### src/rtl/reg_mask_encoder.sv
// reg_mask_encoder
//   Sequential 32-to-5 encoder. It accepts a register mask and emits the
//   5-bit index of each set bit, one index per idx handshake. It turns a
//   one-hot or multi-hot register vector back into register-file addresses,
//   for uses such as dirty-register flush and multi-register save/restore.
//
// Parameters
//   SKIP_X0    1: bit 0 of the captured mask is cleared, so x0 is never emitted
//   ASCENDING  1: lowest set index first; 0: highest set index first
//
// Ports
//   clk         rising-edge clock
//   rst         asynchronous active-high reset
//   mask_in     register mask to encode
//   mask_valid  mask_in is valid
//   mask_ready  a mask can be accepted (high only in IDLE)
//   flush       synchronous abort of the current mask
//   idx_out     current register index (0 when idx_valid is low)
//   idx_valid   idx_out is valid
//   idx_ready   consumer accepts idx_out
//   idx_last    idx_out is the final index of the current mask
//   done        one-cycle pulse when a mask has been fully emitted
//   count       indices accepted for the current or most recent mask
module reg_mask_encoder #(
    parameter bit SKIP_X0   = 1'b1,
    parameter bit ASCENDING = 1'b1
) (
    input  logic        clk,
    input  logic        rst,
    input  logic [31:0] mask_in,
    input  logic        mask_valid,
    output logic        mask_ready,
    input  logic        flush,
    output logic [4:0]  idx_out,
    output logic        idx_valid,
    input  logic        idx_ready,
    output logic        idx_last,
    output logic        done,
    output logic [5:0]  count
);

    localparam int unsigned MASK_W = 32;
    localparam int unsigned IDX_W  = 5;
    localparam int unsigned CNT_W  = 6;

    typedef enum logic {
        IDLE = 1'b0,
        SCAN = 1'b1
    } state_e;

    state_e              state_q;
    logic [MASK_W-1:0]   pending_q;
    logic [CNT_W-1:0]    count_q;
    logic                done_q;

    logic [IDX_W-1:0]    enc_idx;
    logic [MASK_W-1:0]   pending_clr;
    logic [MASK_W-1:0]   capture;
    logic                scan_active;
    logic                single_bit;

    // Priority encoder over pending; the last match in loop order wins.
    always_comb begin
        enc_idx = '0;
        if (ASCENDING) begin
            for (int i = int'(MASK_W) - 1; i >= 0; i--) begin
                if (pending_q[i]) begin
                    enc_idx = IDX_W'(i);
                end
            end
        end else begin
            for (int i = 0; i < int'(MASK_W); i++) begin
                if (pending_q[i]) begin
                    enc_idx = IDX_W'(i);
                end
            end
        end
    end

    // Mask as stored at capture, with x0 optionally removed.
    assign capture = SKIP_X0 ? {mask_in[MASK_W-1:1], 1'b0} : mask_in;

    // Pending set after the current index is handed off.
    assign pending_clr = pending_q & ~(MASK_W'(1) << enc_idx);

    // A power of two (or zero) has no bits left after clearing its lowest set bit.
    assign single_bit  = ((pending_q & (pending_q - MASK_W'(1))) == '0);

    assign scan_active = (state_q == SCAN) && (pending_q != '0);

    // Index outputs decode registered state only, so they are valid on SCAN entry.
    assign mask_ready = (state_q == IDLE);
    assign idx_valid  = scan_active;
    assign idx_out    = scan_active ? enc_idx : '0;
    assign idx_last   = scan_active && single_bit;
    assign done       = done_q;
    assign count      = count_q;

    // Control FSM: capture in IDLE, drain pending in SCAN.
    always_ff @(posedge clk or posedge rst) begin
        if (rst) begin
            state_q   <= IDLE;
            pending_q <= '0;
            count_q   <= '0;
            done_q    <= 1'b0;
        end else begin
            done_q <= 1'b0;
            case (state_q)
                IDLE: begin
                    // flush wins over a coincident capture
                    if (mask_valid && !flush) begin
                        pending_q <= capture;
                        count_q   <= '0;
                        state_q   <= SCAN;
                    end
                end
                SCAN: begin
                    if (flush) begin
                        // abort: drop remaining indices, count keeps its value
                        pending_q <= '0;
                        state_q   <= IDLE;
                    end else if (!scan_active) begin
                        // empty mask spends one SCAN cycle, then finishes
                        state_q <= IDLE;
                        done_q  <= 1'b1;
                    end else if (idx_ready) begin
                        pending_q <= pending_clr;
                        count_q   <= count_q + CNT_W'(1);
                        if (pending_clr == '0) begin
                            state_q <= IDLE;
                            done_q  <= 1'b1;
                        end
                    end
                end
                default: begin
                    state_q <= IDLE;
                end
            endcase
        end
    end

endmodule

### config.mk
export PLATFORM = sky130hd
export DESIGN_NAME = reg_mask_encoder
export DESIGN_NICKNAME = d
export VERILOG_FILES = /design/src/rtl/reg_mask_encoder.sv
export SDC_FILE = /design/constraint.sdc
export NUM_CORES = 1
export LEC_CHECK = 0
export BUFFER_PORTS_ARGS = -buffer_cell sky130_fd_sc_hd__buf_4
export CAP_MARGIN = 10
export CORE_AREA = 2 2 88 90
export CTS_CLUSTER_SIZE = 28
export DETAILED_ROUTE_END_ITERATION = 10
export DIE_AREA = 0 0 90 92
export GPL_TIMING_DRIVEN = 0
export PLACE_DENSITY = 0.55
export SETUP_SLACK_MARGIN = 0.15
export SLEW_MARGIN = 5
export SYNTH_ARGS = -nofsm -noshare
export SYNTH_HDL_FRONTEND = slang
export SYNTH_SLANG_ARGS = --single-unit
### constraint.sdc
create_clock -name clk -period 5.1 [get_ports clk]
set_input_delay 1.02 -clock clk [delete_from_list [all_inputs] [get_ports clk]]
set_output_delay 1.02 -clock clk [all_outputs]
set_load 0.1 [all_outputs]
# Word-level counts from Yosys, hierarchy flattened
# Index checks and enable logic that the tools add are counted.
[op_classes] n_shift=1 n_eq_ne=6 n_lt_le_gt_ge=0 n_div=0 bitwise=4 addsub=2 muxes=54 multipliers=0 reduce_logical=9
[op_table] op="$mux 5" n=33
[op_table] op="$mux 32" n=4
[op_table] op="$and 32x32->32" n=2
[op_table] op="$logic_not 32->1" n=2
[op_table] op="$pmux 32 s2" n=1
[op_table] op="$not 32->32" n=1
[op_table] op="$reduce_bool 32->1" n=1
[op_table] op="$shl 1x5->32 const A" n=1
[op_table] op="$sub 32x1->32 const B" n=1
[op_table] op="$mux 6" n=4
[op_table] op="$pmux 6 s2" n=1
[op_table] op="$mux 1" n=10
[op_table] op="$add 6x1->6 const B" n=1
[op_table] op="$ne 2x1->1 const B" n=2
[op_table] op="$ne 2x2->1 const B" n=2
[op_table] op="$reduce_and 4->1" n=1
[op_table] op="$logic_and 1x1->1" n=3
[op_table] op="$ne 3x2->1 const B" n=1
[op_table] op="$ne 3x3->1 const B" n=1
[op_table] op="$reduce_and 3->1" n=1
[op_table] op="$pmux 1 s2" n=1
[op_table] op="$logic_not 1->1" n=1
[op_table] op="$not 1->1" n=1
[totals] inputBits=37 output_inout_bits=15 regBits=40 rom_bits=0 memories=0 word_cells=80 latch_bits=0 mem_bits_rw=0

# Depth between registers and ports, before layout
# Gate-level depths: netlist of run 1.
[logic_depth] ltp_word=41 depth_mapped=11 ltp_nobuf=9

# Worst setup path after synthesis of run 1
# No wires, ideal clock.
[synth_path] kind="register to output" start="register pending_q[12]" end="output port idx_last" slack_ns=-0.419 path_buffers=2 arrival_time_ns=4.499 path_stages_with_launch=12 path_cell_list="dfrtp_1 -> or4_1 -> buf_2 -> a211oi_4 -> o21ai_2 -> and2_4 -> buf_6 -> or3_4 -> maj3_2 -> nor4_2 -> nand2_1 -> nor4_2"
[synth_via] elab_chain_cells=4 elab_cells_between_ends=6 classes_between="1 x add/sub; 1 x bitwise; 4 x reduce/logical"
[synth_lines] element="start: declaration" line="52" rtl="logic [MASK_W-1:0] pending_q;"
[synth_lines] element="start signal: assignment" line="112" rtl="pending_q <= capture;"
[synth_lines] element="start signal: assignment" line="127" rtl="pending_q <= pending_clr;"
[synth_lines] element="$sub 32x1->32" line="87" rtl="assign single_bit = ((pending_q & (pending_q - MASK_W'(1))) == '0);"
[synth_lines] element="$and 32x32->32" line="87"
[synth_lines] element="$logic_not 32->1" line="87"
[synth_lines] element="$logic_and 1x1->1 *" line="95" rtl="assign idx_last = scan_active && single_bit;"
[synth_lines] element="end: declaration" line="37" rtl="output logic idx_last,"
# Mark *: on every way between the ends. The rest lies on a longest branch, timed or not.

# Final worst setup path of run 1
# Ends and elaborated chain as after synthesis.

==> results of run 1 <==
[cells in the mapped netlist (all sizes together), types with 2 or more instances]
cell type,number
a41oi,2
o311ai,3
nor2,37
o31a,2
or3,6
o21ai,38
a21o,3
o221ai,2
a31oi,2
or4,8
inv,14
nor3,13
nor4,16
o21ba,2
nand3,9
nand4,2
buf,2
o41ai,4
a21oi,14
o2111ai,2
o31ai,2
o211ai,3
xor2,3
o22ai,4
o21a,3
mux2i,2
a22oi,3
nand2,36
nor2b,4
nand2b,5
clkbuf,16
dfrtp,40
a22o,27
a211oi,4
[critical path: cells and delay by family, from the launching register on]
family	cells	cell delay, ps
simple gates	6	1670
compound gates	2	370
fa+ha+maj	1	340
flops	1	440
buf+inv	3	590
[power by group]
group / switching [mW] / internal, mW
logic: 0.516 / 0.248
registers: 0.0879 / 0.366
clock network: 0.117 / 0.0932
[per-layer routing]
metal	GRT usage, %	wire length (µm)	up-vias
met1	36.81	5011	1533
met5	0	0	-
met3	4.601	623	26
met2	40.48	4874	108
met4	10.26	396	0
li1	-	-	1458
[sequential cells by signal (all words and copies together) (netlist names)]
signal,flops
done,1
pending_q,32
state_q,1
count,6
[stage by stage]
step / cell area, µm² / cells
5_1_grt: 3598 / 515
4_1_cts: 3485 / 509
3_5_place_dp: 3356 / 501
2_1_floorplan: 2833 / 348
6_report: 3598 / 515
3_3_place_gp: 3336 / 500
[cell families after synthesis]
kind of cell               share of synthesized area [%]
and+or+nand+nor                                    24.46
buffers and inverters                              4.696
xor gates and xnor gates                          0.9306
adders and majority gates                         0.8417
DFF                                                35.45
muxes                                              1.108
AOI/OAI and AO/OA                                  32.52
[area by class of cell]
| class | count | area, µm² |
|---|---|---|
| fillers | 798 | 3849 |
| multi-input cells | 275 | 1798 |
| flip-flops and latches | 40 | 1003 |
| repair buffers | 58 | 451.7 |
| well taps | 102 | 127.6 |
| plain buffers | 18 | 83.83 |
| clock buffers | 6 | 72.57 |
| inverters | 15 | 56.30 |
| clock inverters | 1 | 5.005 |
[worst max-delay path by stage]
| stage | end | depth (start not counted) | start | slack, ps |
|---|---|---|---|---|
| after floorplan | idx_last | 11 | pending_q[12] | 200 |
| final | idx_last | 12 | pending_q[12] | 350 |
| after global routing | idx_last | 10 | pending_q[28] | 220 |
| after CTS | idx_last | 12 | pending_q[12] | 160 |
| after global placement | idx_last | 11 | pending_q[8] | 50 |
| after detailed placement | idx_last | 11 | pending_q[8] | 110 |
[repair_timing]
action | CTS | global route
endpoints found under the hold margin | 0 | 0
buffers inserted | 1 | 6
endpoints found under the setup margin | 1 | 1
resized for setup | 11 | 13
pin swaps | 0 | 4
[cell usage in the layout (no fill, tap or decap), types with 3 or more instances in the layout]
| cell | synthesis | final |
|---|---|---|
| xor2_1 | 3 | 3 |
| o211ai_1 | 3 | 3 |
| nand2_1 | 36 | 35 |
| o21ai_0 | 35 | 35 |
| or4_1 | 8 | 8 |
| buf_4 | 0 | 56 |
| nor4_1 | 13 | 9 |
| a21o_1 | 3 | 3 |
| clkbuf_8 | 0 | 5 |
| nor4_2 | 3 | 4 |
| o21a_1 | 3 | 3 |
| dfrtp_1 | 40 | 38 |
| or3_1 | 5 | 5 |
| nor3_1 | 13 | 13 |
| o22ai_1 | 4 | 4 |
| inv_1 | 14 | 13 |
| a22o_1 | 27 | 27 |
| a21oi_1 | 14 | 14 |
| nand2b_1 | 5 | 5 |
| a22oi_1 | 3 | 3 |
| nor2_1 | 37 | 37 |
| nor4_4 | 0 | 3 |
| nor2b_1 | 4 | 4 |
| nand3_1 | 9 | 8 |
| clkbuf_1 | 16 | 15 |
==> flow_summary.json, run 1 <==
{
  "outcome": "complete, no violations",
  "p_leak_nw": 1.498,
  "tns_ps": 0,
  "synth_edf_count": 0,
  "holdBufCountCts": 0,
  "crit_path_end_kind": "primary output",
  "ys.warnings.count": 0,
  "grt_pass1_wl_mm": 16.82,
  "cap_violations": 0,
  "clk-insertion-delay-late_ps": 300,
  "clkTransAtPathRegs_ps": 80,
  "r2r.worst_path.cells": 10,
  "hold_violations": 0,
  "path_cells": "or4_1, clkbuf_4, a211oi_4, o21ai_2, and2_4, buf_6, or3_4, maj3_2, nor4_4, nand2_2, nor4_4, buf_6",
  "period_share_pct": 93.04,
  "relSlewSlack_pct": 37.69,
  "synth_nets": 386,
  "hp-start": "pending_q[15]",
  "cts_max_path_buffers": 2,
  "reg2reg_from": "pending_q[6]",
  "slowest_delay_ps": 530,
  "final_core_util_pct": 48.32,
  "synthesis.instances": 348,
  "drive_above_1_share_pct": 22.76,
  "numCtsBuffers": 5,
  "viasPerCell": 6.068,
  "hold_path.class": "reg -> reg",
  "ys_seq_elements": 40,
  "fin_nets": 451,
  "numPortBuffers": 50,
  "startpoint_type": "flip-flop",
  "r2r-end": "state_q",
  "design.die.area_mm2": 0.008280,
  "power.total_mw": 1.429,
  "ys_seq_area_share_pct": 35.45,
  "grt_pass1_vias": 2976,
  "slew_violations": 0,
  "core-area_mm2": 0.007447,
  "vdd_ir_drop_max_v": 0.0001455,
  "antenna_cells": 0,
  "synthFlopType": "dfrtp_1",
  "min_period_ps": 4745,
  "finalWorstSetupSlack_ps": 354.8,
  "criticalPathCategory": "reg -> out",
  "synth_top_cell_by_area": "dfrtp_1",
  "die_h_um": 92,
  "max_freq_mhz": 210.7,
  "routedWlPerCell_um": 21.18,
  "drt_iter0_drc": 199,
  "hpwl_mm": 8.068,
  "drt_wl_total_mm": 10.91,
  "synth.area.top_cells": "dfrtp_1 35%, a22o_1 8.4%, o21ai_0 6.2%",
  "synth.distinct_cells": 55,
  "antenna_left": 0,
  "syn_to_final_growth_pct": 27.43,
  "powerDensity_mw_per_mm2": 397.0,
  "avgSynthCellArea_um2": 8.115,
  "clkSinkCount": 40,
  "root_buffer": "clkbuf_8",
  "grt_max_degree": 25,
  "grt_antenna_before_repair": 0,
  "worst_ep_required_time_ps": 4080,
  "path_max_fanout": 10,
  "globalplace.congestion": 0.9608,
  "rows": 32,
  "io_pins": 52,
  "reg2reg_slack_ps": 1280,
  "cp.arrival_ps": 3730,
  "hold_ws_ps": 547.2,
  "initial_core_util_pct": 37.92,
  "place_ws_ps": 106.8,
  "grtUsageTotal_pct": 26.29,
  "slowest_stage": "or4_1",
  "worstMarginPinSlew_ps": 926.0,
  "vias": 3125,
  "fin_skew_ps": 5.492,
  "cts_tree": "built",
  "hold_depth": 1,
  "h-tree-depth": 2,
  "drc_errors": 0,
  "grt_overflow": 0,
  "async_flop_share_pct": 100.0,
  "drtPass1Iterations": 5,
  "dieWidth_um": 90,
  "yosysTopAreaCellShare_pct": 35.45,
  "rsz0062_at_grt": "no",
  "synth_area_mm2": 0.002824,
  "whs_endpoint": "pending_q[15]",
  "report.final.setup_viol": 0
}
No activity file was read; power rests on OpenSTA's default activity.
==> inputs of run 2 (changes only) <==
CTS_BUF_LIST = sky130_fd_sc_hd__clkbuf_16   (was unset)
==> run 2 against run 1 <==
- die area unchanged
- largest cell class unchanged
- combinational power decreased by 2%
- largest power group unchanged
- utilization increased by 0.47 points
- via count increased by 0.13%
- maximum frequency decreased by 2.9%
- register-to-register slack about the same
- global-route usage increased by 0.14 points
- critical endpoint unchanged
- setup slack got worse by 140 ps
- non-clock buffer count increased by 1
- routed wire length decreased by 0.52%
==> flow_summary.json, run 2 (synthesized netlist as in run 1, its figures left out) <==
{
  "outcome": "complete, no violations",
  "initial_core_util_pct": 37.92,
  "top_register": "pending_q",
  "clkPwrFrac_pct": 20.2,
  "numCtsBuffers": 5,
  "viasPerCell": 6.064,
  "switching_power_mw": 0.7207,
  "dieWidth_um": 90,
  "globalplace.congestion": 0.9608,
  "swShare_pct": 47.91,
  "period_share_pct": 95.87,
  "hold_violations": 0,
  "drc_errors": 0,
  "crit_path_end_kind": "primary output",
  "holdBufCountCts": 0,
  "final_core_util_pct": 48.79,
  "drt_wl_total_mm": 10.85,
  "report.final.setup_viol": 0,
  "io_pins": 52,
  "nFillCells": 796,
  "mostFrequentLayoutCells": "57 x buf_4, 38 x dfrtp_1, 37 x nor2_1, 35 x nand2_1, 35 x o21ai_0",
  "worstMarginPinSlew_ps": 909.7,
  "grt_pass1_wl_mm": 16.82,
  "root_buffer": "clkbuf_16",
  "p_leak_nw": 1.528,
  "vias": 3129,
  "cap_violations": 0,
  "p_comb_share_pct": 49.7,
  "antenna_left": 0,
  "grt_pass1_vias": 2971,
  "stdcell_count": 516,
  "routedWlPerCell_um": 21.03,
  "mostFrequentLayoutCell": "buf_4",
  "hold_ws_ps": 559.2,
  "grtUsageTotal_pct": 26.43,
  "min_period_ps": 4889,
  "place_inst": 501,
  "tns_ps": 0,
  "numPortBuffers": 50,
  "clkTransAtPathRegs_ps": 60,
  "syn_to_final_growth_pct": 28.67,
  "cts_tree": "built",
  "drt_iter0_drc": 267,
  "criticalPathCategory": "reg -> out",
  "h-tree-depth": 2,
  "internal_power_mw": 0.7834,
  "fin_skew_ps": 3.321,
  "path_max_fanout": 10,
  "hpwl_mm": 8.068,
  "clk-insertion-delay-late_ps": 290,
  "drive_above_1_share_pct": 22.71,
  "grt_antenna_before_repair": 0,
  "largest_reg_flops": 32,
  "hold_path.class": "reg -> reg",
  "grt_overflow": 0,
  "powerDensity_mw_per_mm2": 413.9,
  "clkSinkCount": 40,
  "antenna_cells": 0,
  "cp.arrival_ps": 3870,
  "worst_ep_required_time_ps": 4080,
  "rsz0062_at_grt": "no",
  "power_frac_seq_pct": 30.1,
  "rows": 32,
  "drtPass1Iterations": 6,
  "design.die.area_mm2": 0.008280,
  "cts_max_path_buffers": 2,
  "fin_nets": 452,
  "core-area_mm2": 0.007447,
  "vdd_ir_drop_max_v": 0.0001455,
  "relSlewSlack_pct": 38.79,
  "slew_violations": 0,
  "startpoint_type": "flip-flop",
  "power.total_mw": 1.504,
  "grt_max_degree": 25,
  "max_freq_mhz": 204.5,
  "die_h_um": 92
}
-- run 2: cell types whose count changed in the layout (fill, tap and decap cells not counted) --
cell       before  now
clkbuf_16       0    5
clkbuf_8        5    0
buf_2           0    2
clkbuf_1       15   13
clkbuf_4        2    0
buf_4          56   57
clkbuf_2        1    2
inv_1          13   14
nor4_1          9   10
nor4_2          4    3
o41ai_1         1    2
o41ai_4         1    0
-- run 2: power by group through the flow --
stage / Clock, mW / Combinational, mW / Sequential [mW]
2_1_floorplan: 0 / 0.456 / 0.459
3_3_place_gp: 0 / 0.693 / 0.455
3_5_place_dp: 0 / 0.691 / 0.455
4_1_cts: 0.310 / 0.703 / 0.451
5_1_grt: 0.325 / 0.798 / 0.462
6_report: 0.303 / 0.748 / 0.453
-- run 2: layout make-up --
cell class              instances  area, µm²  share of cell area (%)
flip-flops and latches         40       1003                   27.62
repair buffers                 59      459.2                   12.64
clock buffers                   5      125.1                   3.444
multi-input cells             275       1773                   48.79
clock inverters                 2      8.758                  0.2410
plain buffers                  18      80.08                   2.204
well taps                     102      127.6                   3.512
inverters                      15      56.30                   1.550
-- run 2: final timing paths --
| check | from | endpoint | slack, ps | cells after the start |
|---|---|---|---|---|
| worst max-delay path | pending_q[15] | idx_last | 210 | 12 |
| worst min-delay path | count[5] | count[5] | 560 | 2 |
| worst max register to register | pending_q[6] | state_q | 1290 | 10 |
| worst min register to register | count[5] | count[5] | 560 | 2 |
| max in group asynchronous | rst | pending_q[24] | 3930 | 3 |
| min in group asynchronous | rst | pending_q[9] | 720 | 2 |
-- run 2: timing repair --
action / CTS / global route
setup buffers: 0 / 8
pin swaps: 0 / 3
resized for setup: 8 / 14
setup endpoints to repair: 1 / 1
-- run 2: critical path, stage by stage, from the launching register on --
cell and delay [ps]:
dfrtp_2 460, or4_1 530, buf_2 200, a211oi_4 260
o21ai_2 110, and2_4 200, buf_6 130, or3_4 370
maj3_2 340, nor4_4 260, nand2_2 140, nor4_4 310
buf_6 260
-- run 2: per-layer routing --
layer | wire length, µm | global-route usage [%]
met1 | 4889 | 36.64
met2 | 4852 | 40.79
met3 | 658 | 4.601
met4 | 448 | 11.03
met5 | 0 | 0
-- run 2: stage by stage --
step	setup slack (ps)	cell area [µm²]
after global routing	134.3	3633
after floorplan	204.3	2833
final	210.8	3633
after global placement	47.37	3336
after detailed placement	106.8	3356
after CTS	157.5	3526
==> inputs of run 3 (changes only) <==
clock period = 6.3 ns   (was 5.1 ns; I/O delays follow)
==> run 3 against run 2 <==
- clock power is 20% lower
- cell count decreased by 1.4%
- combinational power fell by 24%
- worst hold slack gained 6.3 ps
- sequential power decreased by 19%
- clock skew rose by 4.2 ps
- setup slack gained 510 ps
==> flow_summary.json, run 3 (synthesized netlist as in run 1, its figures left out) <==
{
  "clkSinkCount": 40,
  "cts_max_path_buffers": 2,
  "dieWidth_um": 90,
  "drive_above_1_share_pct": 17.20,
  "reg2reg_from": "pending_q[6]",
  "rsz0062_at_grt": "no",
  "multi_input_area_mm2": 0.001690,
  "post-cts-setup-buffer-count": 0,
  "mostFrequentLayoutCell": "buf_4",
  "switching_power_mw": 0.5599,
  "grt_pass1_vias": 3019,
  "outcome": "complete, no violations",
  "path_delay_family": "simple AND/OR/NAND/NOR gates",
  "vdd_ir_drop_max_v": 0.0001597,
  "io_pins": 52,
  "vias": 3134,
  "worst_ep_required_time_ps": 5040,
  "relSlewSlack_pct": 37.41,
  "h-tree-depth": 2,
  "cap_violations": 0,
  "core-area_mm2": 0.007447,
  "period_share_pct": 88.48,
  "syn_to_final_growth_pct": 23.35,
  "drt_wl_total_mm": 10.69,
  "nFillCells": 784,
  "hold_violations": 0,
  "clkTransAtPathRegs_ps": 60,
  "clk-insertion-delay-late_ps": 280,
  "grt_max_degree": 26,
  "hold_path.class": "reg -> reg",
  "report.final.setup_viol": 0,
  "fin_skew_ps": 7.558,
  "slew_violations": 0,
  "slowest_delay_ps": 530,
  "crit_top_cell": "nor4_2",
  "rows": 32,
  "path_buf_inv": 3,
  "powerDensity_mw_per_mm2": 338.8,
  "hpwl_mm": 7.994,
  "holdBufCountCts": 0,
  "r2r.worst_path.cells": 10,
  "globalplace.congestion": 0.9786,
  "path_max_fanout": 10,
  "power.total_mw": 1.180,
  "grt_antenna_before_repair": 0,
  "crit_start": "pending_q[8]",
  "startpoint_type": "flip-flop",
  "post_cts_resized": 0,
  "die_h_um": 92,
  "internal_power_mw": 0.6202,
  "stdcell_count": 509,
  "crit_path_end_kind": "primary output",
  "root_buffer": "clkbuf_16",
  "power_frac_seq_pct": 31.1,
  "r2r-end": "state_q",
  "cp.arrival_ps": 4310,
  "drt_iter0_drc": 299,
  "grtUsageTotal_pct": 26.51,
  "numCtsBuffers": 5,
  "slowest_stage": "or4_1",
  "p_leak_nw": 1.467,
  "crit_cells": 11,
  "antenna_left": 0,
  "numPortBuffers": 50,
  "top_register": "pending_q",
  "fin_nets": 444,
  "antenna_cells": 0,
  "largest_reg_flops": 32,
  "drtPass1Iterations": 6,
  "place_inst": 501,
  "cts_tree": "built",
  "mostFrequentLayoutCells": "50 x buf_4, 40 x dfrtp_1, 37 x nor2_1, 36 x nand2_1, 35 x o21ai_0",
  "design.die.area_mm2": 0.008280,
  "register_area_mm2": 0.001001,
  "grt_overflow": 0,
  "routedWlPerCell_um": 21.00,
  "max_freq_mhz": 179.4,
  "reg2reg_slack_ps": 2530,
  "tns_ps": 0,
  "grt_pass1_wl_mm": 17.07,
  "clkPwrFrac_pct": 20.6,
  "initial_core_util_pct": 37.92,
  "min_period_ps": 5574,
  "viasPerCell": 6.157,
  "p_comb_share_pct": 48.3,
  "drc_errors": 0,
  "path_cells": "or4_1, clkbuf_1, nor4_2, nand3_1, clkbuf_1, o41ai_1, o221ai_1, nor4_2, nand2_1, nor4_2, buf_4",
  "swShare_pct": 47.44,
  "criticalPathCategory": "reg -> out",
  "crit_path_end": "idx_last",
  "worstMarginPinSlew_ps": 930.3
}
-- run 3: changes by cell type in the layout (fill, tap and decap cells not counted), sizes merged --
cell | previous run | this run
clkbuf | 20 | 21
buf | 62 | 53
inv | 15 | 16
-- run 3: how the worst min path moves through the flow --
stage | start | endpoint | cells after the start | slack [ps]
after floorplan | pending_q[26] | pending_q[26] | 1 | 510
after global placement | count[5] | count[5] | 2 | 550
after detailed placement | pending_q[26] | pending_q[26] | 1 | 560
after CTS | pending_q[26] | pending_q[26] | 1 | 570
after global routing | pending_q[25] | pending_q[25] | 1 | 610
final | count[5] | count[5] | 2 | 570
-- run 3: stage by stage --
| step | setup WS, ps | instance area [µm²] | utilization (%) | hold WS (ps) |
|---|---|---|---|---|
| after floorplan | 540.5 | 2824 | - | 511.4 |
| after global placement | 1060 | 3327 | 44.67 | 551.5 |
| final | 725.5 | 3483 | 46.77 | 565.5 |
| after global routing | 489.8 | 3483 | 46.77 | 611.1 |
| after detailed placement | 1105 | 3347 | 44.94 | 556.8 |
| after CTS | 790.5 | 3483 | 46.77 | 568.8 |
-- run 3: power groups by stage --
stage          Sequential, mW  Clock (mW)  Combinational, mW
2_1_floorplan           0.372           0              0.368
3_3_place_gp            0.368           0              0.558
3_5_place_dp            0.367           0              0.556
4_1_cts                 0.364       0.249              0.558
5_1_grt                 0.372       0.262              0.608
6_report                0.367       0.243              0.571
-- run 3: layout make-up --
class,count,area share [%]
Inverter,15,1.616
Multi-Input combinational cell,275,48.53
Timing Repair Buffer,51,11.35
Buffer,18,2.191
Clock inverter,3,0.3233
Clock buffer,5,3.592
Sequential cell,40,28.74
Tap cell,102,3.664
-- run 3: metal layers --
metal | GRT usage (%) | share of wire (%)
met1 | 36.49 | 44
met2 | 41.60 | 45
met3 | 5.916 | 8.3
met4 | 8.205 | 2.8
met5 | 0 | 0
-- run 3: worst min-delay path: stages, from the launching register on --
cell and delay (ps):
dfrtp_1 360, or3_1 110, a21oi_1 50
